===== src/rtl/regfile_mp.sv =====
// Multi-read-port register file with same-cycle write bypass and a
// pending-write scoreboard used by issue logic to detect RAW hazards.
module regfile_mp #(
    parameter int unsigned DATA_W   = 32,
    parameter int unsigned DEPTH    = 32,
    parameter int unsigned NUM_RD   = 2,
    parameter int unsigned ZERO_REG = 1,
    parameter int unsigned BYPASS   = 1
) (
    input  logic                         clk,
    input  logic                         rst,
    input  logic [NUM_RD*$clog2(DEPTH)-1:0] rd_addr,
    output logic [NUM_RD*DATA_W-1:0]     rd_data,
    output logic [NUM_RD-1:0]            rd_busy,
    input  logic                         wr_en,
    input  logic [$clog2(DEPTH)-1:0]     wr_addr,
    input  logic [DATA_W-1:0]            wr_data,
    input  logic                         iss_en,
    input  logic [$clog2(DEPTH)-1:0]     iss_addr,
    input  logic                         flush,
    output logic [DEPTH-1:0]             busy_vec
);

    localparam int unsigned AW     = $clog2(DEPTH);
    localparam bit          ZR_EN  = (ZERO_REG != 0);
    localparam bit          BYP_EN = (BYPASS != 0);

    logic [DATA_W-1:0] mem_q [DEPTH];
    logic [DEPTH-1:0]  busy_q;
    logic [DEPTH-1:0]  busy_d;
    logic              wr_keep;

    // Writes to the hardwired zero register are dropped
    assign wr_keep = wr_en && !(ZR_EN && (wr_addr == AW'(0)));

    // Register storage: one write per rising edge, async clear
    always_ff @(posedge clk or posedge rst) begin
        if (rst) begin
            for (int i = 0; i < int'(DEPTH); i++) begin
                mem_q[i] <= '0;
            end
        end else if (wr_keep) begin
            mem_q[wr_addr] <= wr_data;
        end
    end

    // Scoreboard next state: flush beats issue, issue beats writeback
    always_comb begin
        busy_d = busy_q;
        if (flush) begin
            busy_d = '0;
        end else begin
            if (wr_en) begin
                busy_d[wr_addr] = 1'b0;
            end
            if (iss_en) begin
                busy_d[iss_addr] = 1'b1;
            end
        end
        if (ZR_EN) begin
            busy_d[0] = 1'b0;
        end
    end

    // Scoreboard state register
    always_ff @(posedge clk or posedge rst) begin
        if (rst) begin
            busy_q <= '0;
        end else begin
            busy_q <= busy_d;
        end
    end

    assign busy_vec = busy_q;

    // Per-port combinational read with zero-register and bypass overrides
    for (genvar g = 0; g < int'(NUM_RD); g++) begin : g_rd
        logic [AW-1:0] addr;
        logic          is_zero;
        logic          fwd;

        assign addr    = rd_addr[g*AW +: AW];
        assign is_zero = ZR_EN && (addr == AW'(0));
        assign fwd     = BYP_EN && wr_en && (wr_addr == addr);

        assign rd_data[g*DATA_W +: DATA_W] = is_zero ? '0 :
                                             fwd     ? wr_data : mem_q[addr];
        assign rd_busy[g] = !is_zero && !fwd && busy_q[addr];
    end

endmodule

===== config.mk =====
export PLATFORM = sky130hd
export DESIGN_NAME = regfile_mp
export DESIGN_NICKNAME = d
export VERILOG_FILES = /design/src/rtl/regfile_mp.sv
export SDC_FILE = /design/constraint.sdc
export NUM_CORES = 2
export LEC_CHECK = 0
export BUFFER_PORTS_ARGS = -buffer_cell sky130_fd_sc_hd__buf_2
export CORE_ASPECT_RATIO = 0.6
export CORE_UTILIZATION = 42
export CTS_CLUSTER_DIAMETER = 40
export CTS_CLUSTER_SIZE = 10
export DETAILED_ROUTE_END_ITERATION = 8
export SETUP_SLACK_MARGIN = 0.05
export SYNTH_ARGS = -nofsm -noshare
export SYNTH_HDL_FRONTEND = slang
export SYNTH_SLANG_ARGS = --single-unit

===== constraint.sdc =====
create_clock -name clk -period 47.2 [get_ports clk]
set_clock_uncertainty 0.2 [all_clocks]
set_input_delay 4.72 -clock clk [delete_from_list [all_inputs] [get_ports clk]]
set_output_delay 4.72 -clock clk [all_outputs]
set_load 0.02 [all_outputs]

# Word level (Yosys, flattened, before mapping)
# Index checks and enable logic that the tools add are counted.
# totals
reg_bits,1055
input_bits,57
word_cells,94
# op_classes
order_cmp,10
n_eq_ne,2
mux,25
bitwise,6
reduce_logical,18
# ops
cell,count
bitwise mux 1024 bit,1
2-to-1 mux 32 bit,13
binary-select mux 32 bit (select 5 bit),2
demux 32 bit (select 5 bit),1
bitwise AND 32 bit,1
inverter 32 bit,1
OR 32 bit,1
less-than comparator 5 x 6 -> 1 bit (second input constant),4
>= comparator 6 bit (second input constant),3
inverter 5 -> 6 bit,3
logical NOT 5 bit,3
binary-select mux 1 bit (select 5 bit),2
demux 1 bit (select 5 bit),2
== test 5 bit,2
>= comparator 5 x 1 -> 1 bit (second input constant),2
logical AND 1 bit,10
less-than comparator 6 x 1 -> 1 bit (second input constant),1
logical NOT 1 bit,5
2-to-1 mux 1 bit,4

# Logic depth before layout (Yosys ltp)
# depth
ltp_word,11
ltp_mapped,10

# Least setup slack after synthesis
# No wires, ideal clock.
# synth_timing
kind,in2out
from,in rd_addr[1]
to,out rd_data[24]
arrival_ps,6493
required_time_ps,42280
setup_slack_ps,35787
stages,7
n_path_buf,3
cell_sequence,buf_2 -> buf_2 -> clkbuf_1 -> mux4_2 -> a22oi_1 -> o21ai_1 -> a221o_1
# synth_via
elab_chain_cells,6
elab_cells_between_ends,9
# synth_lines
item,line,rtl
"start, declared",12,"input logic [NUM_RD*$clog2(DEPTH)-1:0] rd_addr,"
inverter 5 -> 6 bit (implied by the code),87,fwd ? wr_data : mem_q[addr];
binary-select mux 32 bit (select 5 bit),87,
2-to-1 mux 32 bit (implied by the code) (2 in a row),87,
2-to-1 mux 32 bit,87,
2-to-1 mux 32 bit *,86,assign rd_data[g*DATA_W +: DATA_W] = is_zero ? '0 :
"end, declared",13,"output logic [NUM_RD*DATA_W-1:0] rd_data,"
# Every way passes the cells marked *; elsewhere a longest branch is shown, timed or not. The select of a mux whose other input is x is not followed.

# Worst setup path in the final report
# layout_timing
from,in rd_addr[5]
to,out rd_data[60]
# Same word-level chain as after synthesis.

==> flow_metrics.tcl <==
set metrics [dict create \
    status "finished, final reports clean" \
    period_needed_ps 13790 \
    power_density_nw_per_um2 44.09 \
    clock_path_buffers 3 \
    cp_data_arrival_time_ps 8870 \
    ys_async_sr_fraction_pct 100.0 \
    cts_tree "built" \
    p_leak_uw 0.02765 \
    hp-start "mem_q[998]$_DFFE_PP0P_" \
    synthTopCellsByArea "dfrtp_1 (46%), mux2_2 (18%), mux4_2 (16%), mux2i_1 (5.1%), clkbuf_1 (1.6%)" \
    synth_enable_flop_cells 0 \
    max_freq_mhz 72.52 \
    rsz0062_at_grt "no" \
    drtIter0Drc 4294 \
    cp.required_ps 42280 \
    path_class "in -> out" \
    seq_power_share_pct 42.9 \
    synthDistinctLibCells 62 \
    slowest_delay_ps 890 \
    maxSlewViolCount 0 \
    period_share_pct 29.21 \
    postLayoutSetupSlackWorst_ps 33410 \
    grt_pass1_wl_mm 298.9 \
    drive_gt1_share_pct 45.23 \
    syn-mean-instance-area_sq_um 14.06 \
    synth_top_family_by_area "multiplexers" \
    gp_congestion 0.8379 \
    rr_startpoint "busy_vec[10]$_DFF_PP0_" \
    synth-xor-area-share_pct 0.1537 \
    setup_viol 0 \
    synthMuxAreaShare_pct 40.62 \
    netlist.area_leader.share_pct 46.32 \
    first_pass_iters 5 \
    slew_headroom_pct 14.51 \
    path_clk_slew_ps 50 \
    die_h_um 287.3 \
    hold_slack_ps 192.2 \
    intPower_uw 1999 \
    hpwl_mm 113.6 \
    vias_per_cell 6.685 \
    rr_worst_depth 2 \
    hold_viol_final 0 \
    worstMarginPinSlew_ps 1280 \
    ys_seq_elements 1055 \
    finalSetupTns_ps 0 \
    ys_warn_count 0 \
    coreArea_sq_um 134400 \
    postRouteAntennaNets 0 \
    synth_fp_nets 4111 \
    final_common_cell "dfrtp_1" \
    switching_share_pct 28.62 \
    layout.nets 4041 \
    rows 104 \
    wl_per_cell_um 35.19 \
    cp_common_cell "buf_4" \
    r2r-end "busy_vec[10]$_DFF_PP0_" \
    synth_top_area_cell "dfrtp_1" \
    root_buffer "clkbuf_16" \
    seq_area_frac_synth_pct 46.32 \
    port_buffers 153 \
    holdBufCountCts 0 \
    end_kind "primary output" \
    postSynthCellCount 4054 \
    vdd_drop_max_mv 0.03816 \
    grt_max_degree 172 \
    post-cts-setup-buffers 0 \
    num_vias 39290 \
    power.switching_uw 801.7 \
    cts_num_sinks 1055 \
    antenna_found_initial 12 \
    track_usage_pct 30.27 \
    grt_pass1_vias 39150 \
    worstHoldEndpoint "mem_q[998]$_DFFE_PP0P_" \
    start_util_pct 42.40 \
    postRouteWirelength_mm 206.8 \
    ctsResizeCount 0 \
    timing.critical_path.cells "buf_8, buf_12, buf_4, buf_4, mux2i_1, a221oi_1, o21ai_0, o22a_1, a21oi_1, buf_2" \
    dieArea_sq_um 137200 \
    gr-total-overflow 0 \
    hold_path.class "reg -> reg" \
    pin_count 155 \
    synth_compound_area_share_pct 6.544 \
    ys.flop_type "dfrtp_1" \
    hold_depth 0 \
    drc 0 \
    numCtsBuffers 145 \
    combPwrFrac_pct 19.5 \
    syn_area_sq_um 56990 \
    startpoint_type "input port" \
    area.growth.synth_to_final_pct 11.46 \
    worst_skew_pair.late_latency_ps 760 \
    die_w_um 477.6 \
    crit_fanout 98 \
    post-place-ws_ps 33260 \
    r2r_slack_ps 46140 \
    critPathTopFamily "buffers and inverters" \
    mostFrequentLayoutCells "dfrtp_1 (1,055), mux2_2 (923), mux4_2 (400)" \
    clkPwrFrac_pct 37.6 \
    synth_simple_gate_area_share_pct 2.634 \
    htree_levels 4 \
    cap_violations 0 \
    slowest_stage "buf_4" \
    crit_buf_inv 5 \
    synthAdderAreaFrac_pct 0 \
]
[power by group through the flow]
stage | Combinational [uW] | Sequential, uW | Clock (uW)
2_1_floorplan | 421 | 1170 | 0
5_1_grt | 580 | 1220 | 1100
3_3_place_gp | 531 | 1210 | 0
4_1_cts | 542 | 1200 | 1070
3_5_place_dp | 540 | 1210 | 0
6_report | 545 | 1200 | 1050
[cells in the mapped netlist, types with 5 or more instances]
cell      instances
a221oi_1         75
buf_6            13
o21ai_1          28
and2_0            6
a31oi_1           6
a21oi_1          65
dfrtp_1        1055
o21ai_0         109
nor2_1           50
a22oi_1          91
nand3b_1          6
a211oi_1         34
nand2b_1         14
and3b_1           5
clkbuf_1        248
buf_2           109
or3_1             8
a32o_1           12
nor2b_1          12
mux2i_1         288
buf_4            36
mux2_1           77
nor3_1           38
a221o_1          40
nand3_1          21
buf_1            45
o221ai_1          6
nor3b_1          10
o22a_1            7
inv_1             5
o22ai_1          39
mux4_2          400
nand4_1          10
xnor2_1          10
mux2_2          923
nand2_1         102
and2_1            6
[cells by family (layout without fill, tap and decap cells)]
kind of cell,count (synthesis),after routing
DFF,1055,1055
xor gates and xnor gates,10,10
muxes,1688,1688
and+or+nand+nor,304,304
other,1,6
buffers and inverters,460,476
AOI/OAI and AO/OA,536,536
[worst max-delay path by stage]
stage | startpoint | to | cells after the start
floorplan | rst | busy_vec[10]$_DFF_PP0_ | 1
detailed placement | rd_addr[5] | rd_data[60] | 10
finish | rd_addr[5] | rd_data[60] | 10
global placement | rd_addr[5] | rd_data[60] | 10
global route | rd_addr[5] | rd_data[60] | 10
CTS | rd_addr[5] | rd_data[60] | 10
[per-stage QoR]
stage,total power [uW],util [%],instance area [sq um],cells
final,2801,47.26,63520,5877
after global routing,2909,47.25,63510,5873
after CTS,2804,47.25,63510,5872
after detailed placement,1750,43.88,58980,5639
after global placement,1736,43.88,58980,5639
after floorplan,1590,-,56990,4054
[per-layer routing]
metal	wire, um	GRT usage [%]	up-vias
met3	19900	7.951	473
met1	86570	41.73	21170
met5	47	0.1710	-
met4	9179	12.98	6
li1	-	-	15580
met2	91110	45.16	2062
[sequential cells by signal, indices dropped and copies added (netlist names)]
signal and cells:
mem_q 1024, busy_vec 31
[worst reg2reg max path: stages, from the launching register on]
cell     delay [ps]
dfrtp_1         430
a22oi_1         200
nor2_1           80
[layout make-up]
class,instances,area [sq um]
clock buffers,182,4020
multi-input cells,2539,28780
clock inverters,51,515.5
diodes,5,12.51
flip-flops and latches,1055,26400
well taps,1802,2255
inverters,7,33.78
repair buffers,236,1513
fillers,11760,70890
Power figures use the tool's default switching activity.
